<file path="src/rtl/vli_decoder.sv">
// vli_decoder: JPEG variable-length-integer (VLI) magnitude decoder.
// Turns a (size, symbol) pair from the Huffman stage into a signed coefficient.
// There is one registered result per accepted input, with a fixed latency of one cycle.
module vli_decoder #(
    parameter int SIZE_W = 4,
    parameter int SYM_W  = 11,
    parameter int VAL_W  = 12
) (
    input  logic              clk,
    input  logic              reset,
    input  logic              in_valid,
    input  logic [SIZE_W-1:0] size,
    input  logic [SYM_W-1:0]  symbol,
    output logic              out_valid,
    output logic [VAL_W-1:0]  value,
    output logic              size_err
);

    logic [SYM_W-1:0] size_mask;
    logic [SYM_W-1:0] sym_masked;
    logic             sym_msb;
    logic             size_over;
    logic [VAL_W-1:0] dec_value;

    logic             out_valid_d, out_valid_q;
    logic [VAL_W-1:0] value_d,     value_q;
    logic             size_err_d,  size_err_q;

    // Decode stage: mask symbol to 'size' bits, then apply the JPEG sign rule.
    always_comb begin
        // NOTE: every signal written here gets a default before any branch, so no latch is inferred.
        size_mask = '0;
        sym_msb   = 1'b0;
        for (int i = 0; i < SYM_W; i++) begin
            size_mask[i] = (i < int'(size));
            if (i + 1 == int'(size)) begin
                sym_msb = symbol[i];
            end
        end
        sym_masked = symbol & size_mask;
        size_over  = (int'(size) > SYM_W);

        if (size_over || (size == '0)) begin
            dec_value = '0;
        end else if (sym_msb) begin
            // Leading one: the masked bits are the positive magnitude.
            dec_value = VAL_W'(sym_masked);
        end else begin
            // Leading zero: the value is negative, m - (2^size - 1), and size_mask is 2^size - 1.
            dec_value = VAL_W'(sym_masked) - VAL_W'(size_mask);
        end
    end

    // Next-state: valid follows in_valid; the payload holds while no input is accepted.
    always_comb begin
        out_valid_d = in_valid;
        value_d     = value_q;
        size_err_d  = size_err_q;
        if (in_valid) begin
            value_d    = dec_value;
            size_err_d = size_over;
        end
    end

    // Output register with synchronous reset. Reset wins over a coincident input.
    always_ff @(posedge clk) begin
        // NOTE: state registers use non-blocking assignments so all flops update together at the edge.
        if (reset) begin
            out_valid_q <= 1'b0;
            value_q     <= '0;
            size_err_q  <= 1'b0;
        end else begin
            out_valid_q <= out_valid_d;
            value_q     <= value_d;
            size_err_q  <= size_err_d;
        end
    end

    assign out_valid = out_valid_q;
    assign value     = value_q;
    assign size_err  = size_err_q;

endmodule

</file>
<file path="config.mk">
export PLATFORM = sky130hd
export DESIGN_NAME = vli_decoder
export DESIGN_NICKNAME = d
export VERILOG_FILES = /design/src/rtl/vli_decoder.sv
export SDC_FILE = /design/constraint.sdc
export NUM_CORES = 1
export LEC_CHECK = 0
export ABC_AREA = 1
export BUFFER_PORTS_ARGS = -buffer_cell sky130_fd_sc_hd__buf_2
export CAP_MARGIN = 10
export CORE_UTILIZATION = 50
export DETAILED_ROUTE_END_ITERATION = 8
export PLACE_DENSITY = 0.83
export SYNTH_ARGS = -nofsm -noshare
export SYNTH_HDL_FRONTEND = slang
export SYNTH_SLANG_ARGS = --single-unit
</file>
<file path="constraint.sdc">
create_clock -name clk -period 2 [get_ports clk]
set_input_delay 0.2 -clock clk [delete_from_list [all_inputs] [get_ports clk]]
set_output_delay 0.2 -clock clk [all_outputs]
set_load 0.01 [all_outputs]
</file>
Yosys cells after proc, flatten, opt, wreduce, memory -nomap -nowiden
Index checks and enable logic that the tools add are counted.
{ "totals": {"wordCells": 43, "regBits": 14, "out_inout_bits": 14, "input_bits": 18} }
{ "op_classes": {"add_sub_neg": 1, "bitwise": 1, "reduce_logical": 2, "order_cmp": 12, "eq_ne": 11, "mux": 13} }
{ "ops": {"columns": ["operator", "count"], "rows": [
  ["equality test 4 bit, first input constant", 8],
  ["2-to-1 mux 12 bit", 2],
  ["less-than comparator 3 x 4 -> 1 bit, first input constant", 4],
  ["less-than comparator 4 bit, first input constant", 3],
  ["subtractor 11 x 11 -> 12 bit", 1],
  ["bitwise AND 11 bit", 1],
  ["2-to-1 mux 1 bit", 11],
  ["equality test 3 x 4 -> 1 bit, first input constant", 2],
  ["less-than comparator 1 x 4 -> 1 bit, first input constant", 2],
  ["less-than comparator 2 x 4 -> 1 bit, first input constant", 2],
  ["equality test 2 x 4 -> 1 bit, first input constant", 1],
  ["> comparator 4 bit, second input constant", 1],
  ["logical NOT 4 bit", 1],
  ["logical OR 1 bit", 1]
]} }

Logic depth before layout (Yosys ltp)
Gate-level depths: netlist of the first run.
{ "logic_depth": {"word_depth": 14, "ltp_mapped": 13} }

Worst setup path before layout of the first run
No wires, ideal clock.
{ "synth_timing": {"path_kind": "input port to flip-flop", "from": "input size[2]", "to": "register value_q[8] (netlist: value[8])", "arrival_time_ns": 1.382, "stages": 13, "t_required_ns": 1.929, "n_path_buf": 1, "path_slack_ns": 0.547, "cell_sequence": "buf_6 > nor2_8 > nand2_2 > nand2_2 > ha_1 > nand3_2 > nor2_2 > nand2_1 > nand2_1 > nand2_1 > nand2_1 > nand2_1 > a21oi_1"} }
{ "synth_between": {"elab_chain_len": 14, "elab_cells_between_ends": 38} }
{ "synth_rtl": {"columns": ["item", "line_no", "text"], "rows": [
  ["start, declared", "12", "input logic [SIZE_W-1:0] size,"],
  ["equality test 2 x 4 -> 1 bit", "36", "if (i + 1 == int'(size)) begin"],
  ["2-to-1 mux 1 bit (11 in a row)", "36", null],
  ["2-to-1 mux 12 bit", "45", "end else if (sym_msb) begin"],
  ["2-to-1 mux 12 bit (*)", "43", "if (size_over || (size == '0)) begin"],
  ["end signal, assigned", "74", "value_q <= value_d;"],
  ["end, declared", "26", "logic [VAL_W-1:0] value_d, value_q;"]
]} }
Mark *: on every way between the ends. The rest lies on a longest branch, timed or not.
A chain may end at the register's enable or synchronous reset.

Worst setup path after layout of the first run
Same ends and word-level chain as after synthesis.

==> run metrics, run 1 <==
mapped cell area 1410 um^2; CP max stage delay 210 ps; met2 usage 36.7%; ANT nets after route 0; effective utilization at floorplan 54.9%; delay-heaviest family, CP simple AND/OR/NAND/NOR gates; n_diodes 0; max frequency 0.707 GHz; CTS Buf Count 3; cell count after synthesis 220; CP cell instances buf_2, nor2_8, nand2_2, nand2_2, ha_1, nand3_2, nor2_2, nand2_1, nand2_1, nand2_1, nand2_1, nand2_1, a21oi_1; Final Hold Fails 0; Pre-antenna DRT Iters 4; # hold bufs at CTS 0; CTS H-Tree Depth 1; TNS Setup 0 ps; CP endpoint kind register; CP bufs+invs 1; post-layout util 61.2%; LEAKAGE 0.868 nW; non-filler instance count after layout 278; vias in the first global route 1185; Setup violations, final 0; Detailed Route WL 3.20 mm; global route hottest layer met2; CP required 2210 ps; area of the multi-input gates 956 um^2; Die Wd 55.1 um; total track usage 23.5%; GP Congestion 0.932; Post-CTS Setup Bufs 0; initial antenna violation count 0; most frequent CP cell nand2_1; GRT met1 Usage 34.4%; RSZ-0062 raised after global routing no; DIE AREA 3030 um^2; buffers added on ports 31; FP Rows 18; max_cap viols 0; CP arrival 1620 ps; DPL Wire Length 2.63 mm; Sinks on Clock Net 14; share of cells above drive strength 1 31.0%; Clock Latency Late Sink 270 ps; Crit-path slowest cell ha_1; Crit Path Max Fanout 8; Worst Hold Class input pin to register; Clock Path Buffers 2; Detailed Route Iter0 Violations 46; clock root buffer clkbuf_4; Vias 1424; Clock transition at path regs 70 ps; Synth-to-Final Area Change 11.5%; #FFs+latches synth 14; Slew Viols, Final 0; Tmin final 1410 ps; Design Area, Final 1570 um^2; Worst-Margin Slew 425 ps; period utilisation layout 70.7%; synthesized area per cell 6.40 um^2; FF+latch area 280 um^2; status complete, no violations; pwr dens 485 nW/um^2; Final nets 269; synth warn 0; WL per Instance 11.5 um; CTS tree yes; Cell Count Post-Placement 275; GRT met3 Usage 4.92%; critical path class input pin to register; Yosys cell types 28; Fillers 270; Vert. Die Dim 55.1 um; Setup Skew 0 ps; largest net degree at the start of global routing 15; Slew HR 71.6%; placed cell area 1550 um^2; Reg2Reg Setup Slack 1350 ps; hold_ws 226 ps; # DRC 0; # IOs 32; post-synthesis sequential area ratio 19.9%; core area 2570 um^2; VDD IR max 662 uV; post-CTS sizing 0; GRT overflow 0; vias per cell 5.12; syn nets 239; CP Launch Type input pin; first-pass GRT wire length 5.16 mm
[report_power, final]
group / switching, mW / leakage, nW / internal (mW)
logic: 0.199 / 0.739 / 0.106
clock network: 0.0768 / 0.0138 / 0.0697
registers: 0.00967 / 0.115 / 0.301
[synthesized netlist by cell type]
cell       n  area [um^2]
nand2_1   64          240
xor2_1     2         17.5
inv_1     25         93.8
nand3_2    8         80.1
nor3_1     3         15.0
inv_2      3         11.3
a31oi_2    1         12.5
nor2_4     2         22.5
ha_1       1         12.5
dfxtp_1   14          280
nand3_4    1         17.5
buf_6      4         45.0
a21oi_1   11         55.1
nand3_1   26          130
nand2_4    5         56.3
nor2_2     6         37.5
nand2_2    9         56.3
nor2_1    10         37.5
clkbuf_1   2         7.51
inv_6      1         8.76
o21ai_0    3         15.0
nand3b_1   1         7.51
o21ai_1    2         10.0
a21o_1     1         7.51
nand4_1    8         50.1
a21oi_2    4         35.0
inv_4      1         6.26
nor2_8     2         40.0
[final timing paths]
kind,start,to,depth (start not counted)
max,size[2],value[8],13
min,in_valid,value[2],3
max reg2reg,value[1],value[1],2
min reg2reg,value[3],value[3],2
[kinds of logic after synthesis]
logic type | after synthesis | share of synthesized area (%)
buf+inv | 36 | 12.3
flops | 14 | 19.9
xor+xnor | 2 | 1.24
compound gates | 22 | 9.59
simple gates | 145 | 56.1
fa+ha+maj | 1 | 0.888
[layout by cell type (no fill, tap or decap)]
master    count
nand2_1      64
buf_2        31
nand3_1      26
inv_1        25
dfxtp_1      14
a21oi_1      11
nor2_1       10
nand2_2       9
nand3_2       8
nand4_1       8
nor2_2        6
nand2_4       5
a21oi_2       4
nor3_1        3
o21ai_0       3
inv_2         3
clkbuf_4      3
nor2_8        2
nor2_4        2
xor2_1        2
o21ai_1       2
inv_6         1
nand3_4       1
inv_4         1
a31oi_2       1
a21o_1        1
nand3b_1      1
ha_1          1
[routing by layer]
metal,vias up,share of wire [%]
met5,-,0
met4,0,0
met2,33,47
met1,622,49
li1,769,-
met3,0,4.1
[cell type report]
class	count	area share [%]
inverter	30	7.64
timing repair buffer	31	9.87
tap	30	2.39
sequential	14	17.8
clock buffer	3	1.43
multi-input combinational	170	60.8
[flip-flops by register name (all words and copies together), names as in the netlist]
signal,count
out_valid,1
size_err,1
value,12
[worst register-to-register path: cells and delay by family (launching register included)]
family | cells | cell delay, ps
AND/OR/NAND/NOR | 1 | 70
AO/OA/AOI/OAI | 1 | 190
flip-flops | 1 | 330
[through the flow]
stage               total power [mW]  setup slack, ps
floorplan                      0.545              547
global placement               0.618              332
detailed placement             0.620              325
CTS                            0.768              610
global route                   0.821              412
finish                         0.762              586
Power figures use the tool's default switching activity.
==> run 2: changes to the inputs <==
--- a/config.mk
+++ b/config.mk
@@ -5,12 +5,12 @@
 export SDC_FILE = /design/constraint.sdc
 export NUM_CORES = 1
 export LEC_CHECK = 0
-export ABC_AREA = 1
+export ABC_AREA = 0
 export BUFFER_PORTS_ARGS = -buffer_cell sky130_fd_sc_hd__buf_2
 export CAP_MARGIN = 10
 export CORE_UTILIZATION = 50
 export DETAILED_ROUTE_END_ITERATION = 8
-export PLACE_DENSITY = 0.83
+export PLACE_DENSITY = 0.84
 export SYNTH_ARGS = -nofsm -noshare
 export SYNTH_HDL_FRONTEND = slang
 export SYNTH_SLANG_ARGS = --single-unit
==> constraint.sdc (replaced) <==
create_clock -name clk -period 1.4 [get_ports clk]
set_input_delay 0.14 -clock clk [delete_from_list [all_inputs] [get_ports clk]]
set_output_delay 0.14 -clock clk [all_outputs]
set_load 0.01 [all_outputs]
==> run 2 against run 1 <==
The run now ends with setup timing left. Clock skew unchanged. Sequential share of layout area down 5.4 points. Worst setup slack got worse by 900 ps. Routed wire length up 120%. Synthesized area fell by 8.3%. Non-clock buffer count up 60. Sequential power rose by 43%. Critical endpoint is now value[6].
==> run metrics, run 2 <==
buffers added on ports 31 (unchanged); Final nets 262 (-2.6%); mapped cell area 1290 um^2 (-8.3%); cell count after synthesis 159 (-28%); Post-synth top cells nor2_1, dfxtp_1, nand2_1; Cell Count Post-Placement 257 (-6.5%); CP endpoint kind register; pwr dens 671 nW/um^2 (+38%); # IOs 32 (unchanged); first-pass GRT wire length 8.29 mm (+61%); Vert. Die Dim 52.8 um (-4.1%); total track usage 42.3% (+19 points); clock root buffer clkbuf_4; Worst-Margin Slew 488 ps (+63.7 ps); WL per Instance 26.0 um (+130%); CTS Buf Count 3 (unchanged); RSZ-0062 raised after global routing yes; largest net degree at the start of global routing 15 (unchanged); Pre-antenna DRT Iters 4 (unchanged); effective utilization at floorplan 52.6% (-2.3 points); max_cap viols 0 (unchanged); Final Hold Fails 0 (unchanged); FP Rows 18 (unchanged); #FFs+latches synth 14 (unchanged); failing checks setup timing; post-layout util 92.1% (+31 points); most common cell in the netlist nor2_1; LEAKAGE 1.00 nW (+16%); CTS tree yes; Tmin final 1710 ps; ys flop type dfxtp_1; leading area contributor after synthesis dfxtp_1; Detailed Route WL 7.07 mm (+120%); vias per cell 7.08 (+38%); share of cells above drive strength 1 60.7% (+30 points); Clock transition at path regs 90 ps (+20 ps); Detailed Route Iter0 Violations 131 (+180%); n_diodes 0 (unchanged); setup ws final -313 ps (-899 ps); FF+latch area 280 um^2 (unchanged); Worst Hold Class input pin to register; initial antenna violation count 0 (unchanged); Synth top area share 21.7% (+1.8 points); Yosys cell types 59 (+110%); status finished with violations; largest cells by area after synthesis dfxtp_1, nor2_1, a21oi_1, o21ai_0, nand2_1; DIE AREA 2790 um^2 (-8.0%); Vias 1925 (+35%); number of flops mapped to enable cells by yosys 0 (unchanged); most frequent cells in the layout buf_4, buf_2, dfxtp_1, nor2_1, nand2_1; critical path class input pin to register; # DRC 0 (unchanged); CTS H-Tree Depth 1 (unchanged); Crit Path Max Fanout 6 (-2); synth warn 0 (unchanged); Clock Latency Late Sink 300 ps (+30 ps); Setup violations, final 11 (+11); core area 2450 um^2 (-4.4%); max reg flops 12 (unchanged); period utilisation layout 122%; Setup Skew 0 ps (unchanged); vias in the first global route 1701 (+44%); Slew Viols, Final 0 (unchanged); Fillers 96 (-64%); ANT nets after route 0 (unchanged); DPL Wire Length 3.47 mm (+32%); post-synthesis sequential area ratio 21.7% (+1.8 points); max frequency 0.584 GHz; commonest non-fill, non-tap cell in the layout buf_4; CP Launch Type input pin; synthesized area per cell 8.12 um^2 (+27%); GP Congestion 0.896 (-3.8%); GRT overflow 0 (unchanged); VDD IR max 875 uV (+32%); Die Wd 52.8 um (-4.1%); non-filler instance count after layout 272 (-2.2%); Clock Path Buffers 2 (unchanged); area of the multi-input gates 1220 um^2 (+27%); fraction of registers with async set/reset 0% (unchanged); CP required 1630 ps (-580 ps); CP arrival 1940 ps (+320 ps); Slew HR 67.3% (-4.4 points); Synth-to-Final Area Change 75.1%; syn nets 178 (-26%); Sinks on Clock Net 14 (unchanged); hold_ws 136 ps (-90.1 ps)
==> run 2: changes by cell type in the layout (fill, tap and decap cells not counted), moves of 4 or more <==
cell / previous run / this run
nand2_1: 64 / 10
buf_4: 0 / 50
inv_1: 25 / 3
nand3_1: 26 / 4
buf_6: 0 / 9
nand3_2: 8 / 0
nand2_2: 9 / 2
nand4_1: 8 / 1
nor2_2: 6 / 0
nand2_4: 5 / 0
buf_2: 31 / 27
nor3b_2: 0 / 4
==> run 2: critical path: stages <==
cell and delay (ps):
buf_12 100, buf_6 100, buf_6 110, and3b_1 230
a211oi_2 60, o31a_4 400, buf_4 160, buf_4 150
nor3b_2 270, a211oi_2 80, o21ai_1 140
==> run 2: metal layers <==
metal | vias to the layer above | global-route usage (%) | share of wire, %
li1 | 772 | - | -
met1 | 895 | 47.9 | 33
met2 | 178 | 74.9 | 46
met3 | 80 | 7.25 | 11
met4 | 0 | 21.1 | 9.5
met5 | - | 0 | 0
==> run 2: repair_timing <==
action                                  in CTS  in global routing
setup buffers                                9                  3
pin swaps                                   13                 12
hold buffers                                 0                  0
gates resized for setup                     24                 28
endpoints found under the setup margin      10                 11
==> run 2: worst paths after layout <==
check	start	cells past startpoint	slack (ps)	endpoint
max reg2reg	value[7]	1	620	value[7]
min reg2reg	value[2]	2	470	value[2]
min	in_valid	3	140	size_err
max	size[0]	11	-310	value[6]
==> run 2: cells by family (layout without fill, tap and decap cells) <==
group	Yosys count	count (layout)	share of synthesized area (%)
AO/OA/AOI/OAI	53	53	32.2
XOR/XNOR	5	5	3.39
adder cells (fa/ha/maj)	1	1	0.969
buffers and inverters	15	98	6.40
flip-flops	14	14	21.7
multiplexers	8	8	7.85
AND/OR/NAND/NOR	63	63	27.5
==> run 2: layout make-up <==
type	instances	area share (%)
multi-input cells	130	53.9
inverters	3	0.498
repair buffers	91	29.9
clock buffers	4	1.60
flip-flops and latches	14	12.4
well taps	30	1.66
==> run 2: report_power, final <==
group          switching, mW  internal [mW]
sequential            0.0160          0.428
combinational          0.407          0.353
clock                  0.153          0.159
==> run 2: through the flow <==
step	power [mW]	area, um^2	worst slack (ps)	setup TNS (ps)
global route	1.54	2260	-455	-2510
CTS	1.36	2100	-184	-997
global placement	0.985	1890	-504	-4850
finish	1.52	2260	-313	-1750
detailed placement	1.01	1890	-584	-5380
floorplan	0.783	1440	-450	-2180
==> run 3: changes to the inputs <==
--- a/config.mk
+++ b/config.mk
@@ -8,9 +8,12 @@
 export ABC_AREA = 0
 export BUFFER_PORTS_ARGS = -buffer_cell sky130_fd_sc_hd__buf_2
 export CAP_MARGIN = 10
-export CORE_UTILIZATION = 50
+export CELL_PAD_IN_SITES_DETAIL_PLACEMENT = 0
+export CELL_PAD_IN_SITES_GLOBAL_PLACEMENT = 1
+export CORE_UTILIZATION = 38
 export DETAILED_ROUTE_END_ITERATION = 8
-export PLACE_DENSITY = 0.84
+export PLACE_DENSITY = 0.86
 export SYNTH_ARGS = -nofsm -noshare
 export SYNTH_HDL_FRONTEND = slang
 export SYNTH_SLANG_ARGS = --single-unit
+export TNS_END_PERCENT = 100
==> run 3 against run 2 <==
The run still ends with setup timing left. Combinational power is 8.4% lower. Power fell by 5.3%. Via count is 13% lower. Maximum frequency increased by 2.8%. Routed wire length shrank 31%. Worst setup slack gained 46 ps. Sequential power about the same. Non-clock buffer count grew 2. Hold slack improved by 12 ps. Core utilization down 20 points. Critical path type unchanged.
==> run metrics, run 3 (same netlist as run 2, synthesis figures left out) <==
CTS tree yes; Clock Path Buffers 2 (unchanged); max reg flops 12 (unchanged); first-pass GRT wire length 7.31 mm (-12%); status finished with violations; max frequency 0.600 GHz (+2.8%); CP endpoint kind register; CP max stage delay 250 ps (-150 ps); Final Hold Fails 0 (unchanged); Setup Skew 0 ps (unchanged); Tmin final 1670 ps (-46.1 ps); Setup violations, final 11 (unchanged); buffers added on ports 31 (unchanged); CTS H-Tree Depth 1 (unchanged); critical path class input pin to register; Detailed Route WL 4.88 mm (-31%); vias per cell 5.84 (-18%); initial antenna violation count 0 (unchanged); Clock Latency Late Sink 280 ps (-20 ps); VDD IR max 433 uV (-51%); period utilisation layout 119% (-3.3 points); Crit-path slowest cell or2_4; Worst-Margin Slew 651 ps (+163 ps); pwr dens 638 nW/um^2 (-4.9%); Vias 1681 (-13%); GP Congestion 0.907 (+1.2%); hold_ws 148 ps (+11.9 ps); Die Wd 60.3 um (+14%); vias in the first global route 1566 (-7.9%); max_cap viols 0 (unchanged); commonest non-fill, non-tap cell in the layout buf_4; Final nets 264 (+0.76%); effective utilization at floorplan 41.3% (-11 points); Sinks on Clock Net 14 (unchanged); CP cell instances buf_2, or2_4, nor3_4, or2_4, ha_4, o221ai_2, o21bai_4, a2111oi_4, xor2_1, a31oi_1; CP arrival 1840 ps (-100 ps); WL per Instance 16.9 um (-35%); Cell Count Post-Placement 271 (+5.4%); delay-heaviest family, CP compound AO/OA/AOI/OAI gates; CP Launch Type input pin; Slew HR 56.6% (-11 points); Detailed Route Iter0 Violations 55 (-58%); DPL Wire Length 3.45 mm (-0.56%); total track usage 27.0% (-15 points); most frequent cells in the layout buf_4, buf_2, dfxtp_1, nor2_1, nand2_1; # DRC 0 (unchanged); LEAKAGE 1.01 nW (+0.18%); Worst Hold Class input pin to register; clock root buffer clkbuf_4; GRT overflow 0 (unchanged); Pre-antenna DRT Iters 4 (unchanged); Fillers 231 (+140%); largest net degree at the start of global routing 14 (-1); Clock transition at path regs 90 ps (about the same); Synth-to-Final Area Change 74.2%; RSZ-0062 raised after global routing yes; setup ws final -266 ps (+46.2 ps); Crit Path Max Fanout 4 (-2); CP bufs+invs 1 (-4); Slew Viols, Final 0 (unchanged); # IOs 32 (unchanged); core area 3130 um^2 (+27%); CTS Buf Count 3 (unchanged); FP Rows 20 (+2); n_diodes 0 (unchanged); failing checks setup timing; DIE AREA 3630 um^2 (+30%); most frequent CP cell or2_4; non-filler instance count after layout 288 (+5.9%); share of cells above drive strength 1 58.2% (-2.5 points); ANT nets after route 0 (unchanged); Vert. Die Dim 60.3 um (+14%); CP required 1580 ps (-50 ps)
## run 3: per-stage QoR
step                      util [%]  cell area (um^2)  power [mW]  setup WS, ps  TNS, ps
after floorplan                  -              1440       0.783          -450    -2180
after global placement        61.4              1920       0.991          -498    -4720
after detailed placement      61.4              1920        1.01          -562    -5240
after CTS                     66.7              2090        1.35          -170     -789
after global routing          71.9              2250        1.51          -340    -2160
final                         71.9              2250        1.44          -266    -1690
## run 3: cell type report
type,count,area (um^2),share of cell area [%]
tap,44,55.1,2.45
inverter,3,11.3,0.501
multi-input combinational,130,1190,52.8
timing repair buffer,93,679,30.2
sequential,14,280,12.5
clock buffer,4,36.3,1.61
## run 3: power by group
group / internal (mW) / switching (mW)
Sequential: 0.428 / 0.0139
Combinational: 0.354 / 0.343
Clock: 0.158 / 0.140
## run 3: tightest hold or removal path, stage by stage
cell,delay (ps)
buf_2,90
buf_4,130
nor2_1,40
## run 3: routing by layer
| metal | GRT usage (%) | vias to the layer above | wire (um) |
|---|---|---|---|
| met4 | 7.64 | 0 | 185 |
| met5 | 0 | - | 0 |
| met1 | 32.5 | 812 | 1930 |
| met3 | 4.33 | 18 | 252 |
| met2 | 48.7 | 74 | 2510 |
| li1 | - | 777 | - |
## run 3: what timing repair did
item	CTS	global route
buffers inserted	6	8
pin swaps	11	14
gates resized for setup	17	21
hold buffers	0	0
endpoints found under the setup margin	10	11
## run 3: final timing paths
check / start / end / slack, ps / depth (start not counted)
worst max-delay path: size[1] / value[10] / -270 / 10
worst max register to register: value[10] / value[10] / 610 / 3
worst min-delay path: reset / out_valid / 150 / 3
worst min register to register: value[0] / value[0] / 450 / 2
